--- config.mk ---
export PLATFORM = sky130hd
export DESIGN_NAME = gpio_param16
export DESIGN_NICKNAME = d
export VERILOG_FILES = /design/src/rtl/gpio_param16.sv
export SDC_FILE = /design/constraint.sdc
export NUM_CORES = 1
export LEC_CHECK = 0
export ABC_CLOCK_PERIOD_IN_PS = 13110
export BUFFER_PORTS_ARGS = -buffer_cell sky130_fd_sc_hd__buf_2
export CAP_MARGIN = 20
export CORE_MARGIN = 1
export CORE_UTILIZATION = 61
export DETAILED_ROUTE_END_ITERATION = 8
export PLACE_DENSITY_LB_ADDON = 0.15
export SLEW_MARGIN = 10
export SYNTH_ARGS = -nofsm -noshare
export SYNTH_HDL_FRONTEND = slang
export SYNTH_SLANG_ARGS = --single-unit
--- constraint.sdc ---
create_clock -name pclk16 -period 13.11 [get_ports pclk16]
set_input_delay 2.622 -clock pclk16 [delete_from_list [all_inputs] [get_ports pclk16]]
set_output_delay 2.622 -clock pclk16 [all_outputs]
set_load 0.01 [all_outputs]
--- src/rtl/gpio_param16.sv ---
// gpio_param16: parametrised APB GPIO with per-pin direction, a two-flop
// input synchroniser and level/edge/both-edge interrupts with a RW1C status.
// Optional input debounce is enabled by defining GPIO16_DEBOUNCE_EN.
module gpio_param16 #(
  parameter int NUM_PINS  = 16,
  parameter int DB_CYCLES = 4
) (
  input  logic                pclk16,
  input  logic                p_reset16,
  input  logic                psel16,
  input  logic                penable16,
  input  logic                pwrite16,
  input  logic [5:0]          paddr16,
  input  logic [31:0]         pwdata16,
  output logic [31:0]         prdata16,
  input  logic [NUM_PINS-1:0] gpio_pin_in16,
  input  logic [NUM_PINS-1:0] tri_state_enable16,
  output logic [NUM_PINS-1:0] gpio_pin_out16,
  output logic [NUM_PINS-1:0] n_gpio_pin_oe16,
  output logic                gpio_int16
);

  localparam logic [3:0] ADDR_DOUT     = 4'h0;
  localparam logic [3:0] ADDR_DIR      = 4'h1;
  localparam logic [3:0] ADDR_DIN      = 4'h2;
  localparam logic [3:0] ADDR_INT_EN   = 4'h3;
  localparam logic [3:0] ADDR_INT_TYPE = 4'h4;
  localparam logic [3:0] ADDR_INT_POL  = 4'h5;
  localparam logic [3:0] ADDR_INT_BOTH = 4'h6;
  localparam logic [3:0] ADDR_INT_STAT = 4'h7;

  logic [NUM_PINS-1:0] dout_reg;
  logic [NUM_PINS-1:0] dir_reg;
  logic [NUM_PINS-1:0] int_en;
  logic [NUM_PINS-1:0] int_type;
  logic [NUM_PINS-1:0] int_pol;
  logic [NUM_PINS-1:0] int_both;
  logic [NUM_PINS-1:0] int_stat;
  logic [NUM_PINS-1:0] sync1;
  logic [NUM_PINS-1:0] sync2;
  logic [NUM_PINS-1:0] din;
  logic [NUM_PINS-1:0] din_q;

  logic                wr_en;
  logic                rd_setup;
  logic [3:0]          word_addr;
  logic [NUM_PINS-1:0] wr_data;
  logic [NUM_PINS-1:0] stat_clr;
  logic [NUM_PINS-1:0] edge_evt;
  logic [NUM_PINS-1:0] level_evt;
  logic [31:0]         rd_word;
  logic                unused_bits;

  assign word_addr = paddr16[5:2];
  assign wr_data   = pwdata16[NUM_PINS-1:0];
  assign wr_en     = psel16 & penable16 & pwrite16;
  assign rd_setup  = psel16 & ~penable16 & ~pwrite16;
  assign stat_clr  = (wr_en && word_addr == ADDR_INT_STAT) ? wr_data : '0;
  assign unused_bits = ^{paddr16[1:0], pwdata16, 8'(DB_CYCLES)};

  assign gpio_pin_out16  = dout_reg;
  assign n_gpio_pin_oe16 = ~(dir_reg & ~tri_state_enable16);

  // Configuration registers commit during the APB access phase
  always_ff @(posedge pclk16 or posedge p_reset16) begin
    if (p_reset16) begin
      dout_reg <= '0;
      dir_reg  <= '0;
      int_en   <= '0;
      int_type <= '0;
      int_pol  <= '0;
      int_both <= '0;
    end else if (wr_en) begin
      case (word_addr)
        ADDR_DOUT:     dout_reg <= wr_data;
        ADDR_DIR:      dir_reg  <= wr_data;
        ADDR_INT_EN:   int_en   <= wr_data;
        ADDR_INT_TYPE: int_type <= wr_data;
        ADDR_INT_POL:  int_pol  <= wr_data;
        ADDR_INT_BOTH: int_both <= wr_data;
        default: ;
      endcase
    end
  end

  // Two-flop synchroniser for the asynchronous pins, plus the previous DIN for edges
  always_ff @(posedge pclk16 or posedge p_reset16) begin
    if (p_reset16) begin
      sync1 <= '0;
      sync2 <= '0;
      din_q <= '0;
    end else begin
      sync1 <= gpio_pin_in16;
      sync2 <= sync1;
      din_q <= din;
    end
  end

`ifdef GPIO16_DEBOUNCE_EN
  logic [7:0] db_cnt [NUM_PINS];

  // DIN follows the synchronised pin only after it has differed for DB_CYCLES cycles
  always_ff @(posedge pclk16 or posedge p_reset16) begin
    if (p_reset16) begin
      din <= '0;
      for (int i = 0; i < NUM_PINS; i++) db_cnt[i] <= '0;
    end else begin
      for (int i = 0; i < NUM_PINS; i++) begin
        if (sync2[i] == din[i]) begin
          db_cnt[i] <= '0;
        end else if (db_cnt[i] == 8'(DB_CYCLES - 1)) begin
          din[i]    <= sync2[i];
          db_cnt[i] <= '0;
        end else begin
          db_cnt[i] <= db_cnt[i] + 8'd1;
        end
      end
    end
  end
`else
  assign din = sync2;
`endif

  // Per-pin event sources; a level source is held off during its own clear so the
  // bit visibly drops for one cycle and then re-sets, while edge events beat a clear
  always_comb begin
    edge_evt  = int_en & int_type &
                ((int_both & (din ^ din_q)) |
                 (~int_both & int_pol & din & ~din_q) |
                 (~int_both & ~int_pol & ~din & din_q));
    level_evt = int_en & ~int_type & ~(din ^ int_pol);
  end

  // Interrupt status (write-1-to-clear) and the registered interrupt line
  always_ff @(posedge pclk16 or posedge p_reset16) begin
    if (p_reset16) begin
      int_stat   <= '0;
      gpio_int16 <= 1'b0;
    end else begin
      int_stat   <= (int_stat & ~stat_clr) | edge_evt | (level_evt & ~stat_clr);
      gpio_int16 <= |int_stat;
    end
  end

  // Read mux; unused upper bits and unmapped offsets read as zero
  always_comb begin
    rd_word = '0;
    case (word_addr)
      ADDR_DOUT:     rd_word[NUM_PINS-1:0] = dout_reg;
      ADDR_DIR:      rd_word[NUM_PINS-1:0] = dir_reg;
      ADDR_DIN:      rd_word[NUM_PINS-1:0] = din;
      ADDR_INT_EN:   rd_word[NUM_PINS-1:0] = int_en;
      ADDR_INT_TYPE: rd_word[NUM_PINS-1:0] = int_type;
      ADDR_INT_POL:  rd_word[NUM_PINS-1:0] = int_pol;
      ADDR_INT_BOTH: rd_word[NUM_PINS-1:0] = int_both;
      ADDR_INT_STAT: rd_word[NUM_PINS-1:0] = int_stat;
      default:       rd_word = '0;
    endcase
  end

  // Read data is captured in the setup phase, held through access, then zeroed
  always_ff @(posedge pclk16 or posedge p_reset16) begin
    if (p_reset16) begin
      prdata16 <= '0;
    end else if (rd_setup) begin
      prdata16 <= rd_word;
    end else begin
      prdata16 <= '0;
    end
  end

endmodule

# Word-level counts from Yosys, hierarchy flattened

Index checks and enable logic that the tools add are counted.
Widths: inputs -> output; s select.

Equality and inequality tests: 7
Muxes and demuxes: 3
Bitwise gates (word level): 35
Reductions and logical operators: 9

Operators with widths:

| kind               | number |
|---|---|
| $and 16x16->16     | 14 |
| $not 16->16        | 9 |
| $pmux 16 s8        | 1 |
| $or 16x16->16      | 4 |
| $mux 16            | 2 |
| $xor 16x16->16     | 2 |
| $eq 4x3->1 const B | 4 |
| $reduce_or 16->1   | 1 |
| $reduce_and 2->1   | 6 |
| $eq 4x2->1 const B | 2 |
| $and 1x1->1        | 4 |
| $eq 4x1->1 const B | 1 |
| $logic_not 4->1    | 1 |
| $not 1->1          | 2 |
| $logic_and 1x1->1  | 1 |

Register bits after elaboration: 193
Input port bits: 75
Output and inout port bits: 65
Word-level logic and storage cells: 66

# Longest topological paths before layout

Depth in word-level cells: 9
Gate-level depth with buffers: 6
Mapped depth without buffers: 3

# Worst setup path before layout

Ideal clock, no wire load.

Path kind: in2out
Start: input port tri_state_enable16[0]
End: output port n_gpio_pin_oe16[0]
Arrival time: 2.781 ns
Data required time: 10.488 ns
Setup slack: 7.707 ns
Cell stages on the path: 1
Path buffers: 0
Cells stage by stage: nand2b_1

Word-level cells in the longest chain between the ends: 3

Ends and longest elaborated chain:

| what           | line | text |
|---|---|---|
| from (decl)    | 17   | `input logic [NUM_PINS-1:0] tri_state_enable16,` |
| $not 16->16    | 62   | `assign n_gpio_pin_oe16 = ~(dir_reg & ~tri_state_enable16);` |
| $and 16x16->16 | 62   |  |
| $not 16->16    | 62   |  |
| to (decl)      | 19   | `output logic [NUM_PINS-1:0] n_gpio_pin_oe16,` |

Every way passes these cells.

# Final worst setup path

Start: input port tri_state_enable16[5]
End: output port n_gpio_pin_oe16[5]

Same word-level chain as after synthesis.

==> out/results.ini <==
[outcome]
status=complete, no violations

[global_route]
track_usage_pct=29.8
grt_pass1_vias=6263
overflow=0
use_met2_pct=47.9
met3_usage_pct=6.61
grt_pass1_wl_um=32400
met1_usage_pct=38.6
grt_max_degree=94
busiest_layer=met2
antenna_found_initial=0

[setup_path]
crit_fanout=1
worst_ep_required_time_ps=10490
reg2reg_from=din[14]
worstReg2RegEnd=prdata16[14]
r2r_setup_slack_ps=11710
crit_path_end_kind=output port
reg2regPathDepth=3
worstPathArrival_ps=2990
crit_start=tri_state_enable16[5]
cp-start-kind=primary input
crit_type=in -> out

[route]
dr.first_iter.drc_count=593
vias=6103
routed_wl_um=20200
ant_nets=0
via_per_inst=6.17
drcViolationCount=0
wire_per_inst_um=20.5
first_pass_iters=7

[synthesis]
ys_warn_count=0
synth_top_area_share_pct=52.1
synth_top_family_by_area=simple AND/OR/NAND/NOR gates
synth-seq-area-share_pct=52.1
synth_area_leader_cell=dfrtp_1
synth_area_mm2=0.00850
synth-simple-area-share_pct=15.4
ys_seq_elements=177
synth_cells=708
avgSynthCellArea_um2=12.0
synth-xor-area-share_pct=1.85
synthMuxAreaShare_pct=14.5
synth_cell_types=45
synthAdderAreaFrac_pct=0
synthTopCellsByArea=dfrtp_1 (52%), mux2_2 (13%), and3b_1 (3.2%)
synth_compound_area_share_pct=10.6

[run]
maxCapViolCount=0

[worst_hold_path]
holdPathEnd=din[2]
min_from=sync1[2]
holdPathStages=0
hold_path_class=reg -> reg

[layout]
drive_gt1_share_pct=32.8
finalNonFillerCells=989
post-route-util_pct=71.5
diodes=0
syn2layout_area_growth_pct=12.7
fillCellCount=944
postLayoutCellArea_mm2=0.00958
nNetsFinal=876

[power]
ir_worst_vdd_mv=0.104
powerDensity_mw_per_mm2=135
p_leak_nw=4.35
p_total_mw=1.29

[placement]
gp_congestion=0.841
placedCellCount=957
place_area_mm2=0.00903
pre_cts_ws_ps=7480
hpwl_um=12600
port_buffers=105

[sta]
worst_pin_slew_ps=1120
rsz0062_at_grt=no
finalClockSkew_ps=5.53
slew_headroom_pct=25.4
finalSetupViolations=0
finalMaxSlewViolations=0
min_period_ps=5620
finalHoldViolations=0
fin_crit_sh_pct=42.8
worst_slack_ps=7490
fmax_mhz=178
hold-worst-slack_ps=347
setup_tns_ps=0

[floorplan]
coreArea_mm2=0.0134
die_height_um=120
dieArea_mm2=0.0144
placementRows=42
io_pins=140
die_w_um=120
start_util_pct=63.5

[clock_tree]
numCtsBuffers=17
cts_max_level=4
cts_hold_buf=0
cts_root_buf=clkbuf_16
clkLatencyLatePin_ps=430
clockBufferDepth=2
post_cts_buffers=0
clkSinkCount=177
cts_resized=0
cts_tree=done
path_clk_slew_ps=60

## how the worst max path moves through the flow
stage               depth (start not counted)            endpoint
finish                                      3  n_gpio_pin_oe16[5]
global placement                            3  n_gpio_pin_oe16[5]
global route                                3  n_gpio_pin_oe16[6]
detailed placement                          3  n_gpio_pin_oe16[5]
floorplan                                   1              din[0]
CTS                                         3  n_gpio_pin_oe16[5]
## cells in the final DEF, fill, tap and decap left out, types with 3 or more instances in the layout
| cell type | synthesis | routed |
|---|---|---|
| clkinvlp_4 | 0 | 3 |
| nor4_4 | 4 | 4 |
| buf_2 | 9 | 105 |
| o21ba_2 | 15 | 15 |
| mux2i_1 | 16 | 16 |
| o21ai_0 | 32 | 32 |
| nor3b_1 | 16 | 16 |
| o22ai_1 | 15 | 15 |
| a31oi_1 | 16 | 16 |
| a22oi_1 | 29 | 29 |
| dfrtp_1 | 177 | 177 |
| clkinv_2 | 0 | 6 |
| nand2_1 | 30 | 30 |
| mux2_2 | 95 | 95 |
| inv_1 | 34 | 33 |
| clkbuf_1 | 17 | 3 |
| nor2b_1 | 15 | 15 |
| xnor2_1 | 16 | 16 |
| clkbuf_16 | 0 | 17 |
| a41oi_1 | 16 | 16 |
| and3b_1 | 31 | 31 |
| and3_1 | 16 | 16 |
| nand2b_1 | 32 | 32 |
| buf_4 | 23 | 9 |
| conb_1 | 1 | 16 |
| nor4_1 | 20 | 20 |
| nand3b_1 | 4 | 4 |
## cells in the mapped netlist, drive strengths merged
master	number
nand2	31
nand4b	1
nor4b	2
nor2	2
nor3b	16
xor2	2
a22oi	29
clkbuf	17
conb	1
inv	34
o22ai	15
mux2i	16
a211o	2
and4bb	1
or3b	1
nor2b	15
nand2b	33
and3	16
buf	39
nand4bb	1
o21ai	32
and3b	31
dfrtp	177
or4b	1
o2111ai	1
nand3	2
xnor2	16
nand4	1
nand3b	4
a21o	2
a31oi	16
nor3	1
mux2	95
nor4	24
a41oi	16
o21ba	15
## layout make-up
| type | count | area, µm² | area share [%] |
|---|---|---|---|
| Clock buffer | 20 | 437 | 4.56 |
| Clock inverter | 11 | 91.3 | 0.953 |
| Inverter | 34 | 133 | 1.38 |
| Multi-Input combinational cell | 456 | 3660 | 38.2 |
| Sequential cell | 177 | 4430 | 46.2 |
| Tap cell | 176 | 220 | 2.30 |
| Timing Repair Buffer | 115 | 613 | 6.40 |
## power breakdown
group	internal, mW	switching [mW]	total (mW)
Clock	0.258	0.208	0.466
Combinational	0.0862	0.0867	0.173
Sequential	0.601	0.0511	0.652
Total	0.945	0.346	1.29
## logic make-up (layout without fill, tap and decap cells)
logic type,Yosys count,count (layout)
simple gates,183,183
flops,177,177
compound gates,128,128
mux,111,111
buf+inv,90,180
xor+xnor,18,18
other cells,1,16
## critical path: stages
cell      delay, ps
buf_2            90
nand2b_1        140
buf_2           140
## per-layer routing
metal	vias up	part of all wire, %
li1	2720	-
met1	3097	42
met2	238	49
met3	48	5.8
met4	0	2.8
met5	-	0
Note: power is estimated with default switching activity, not from simulation.
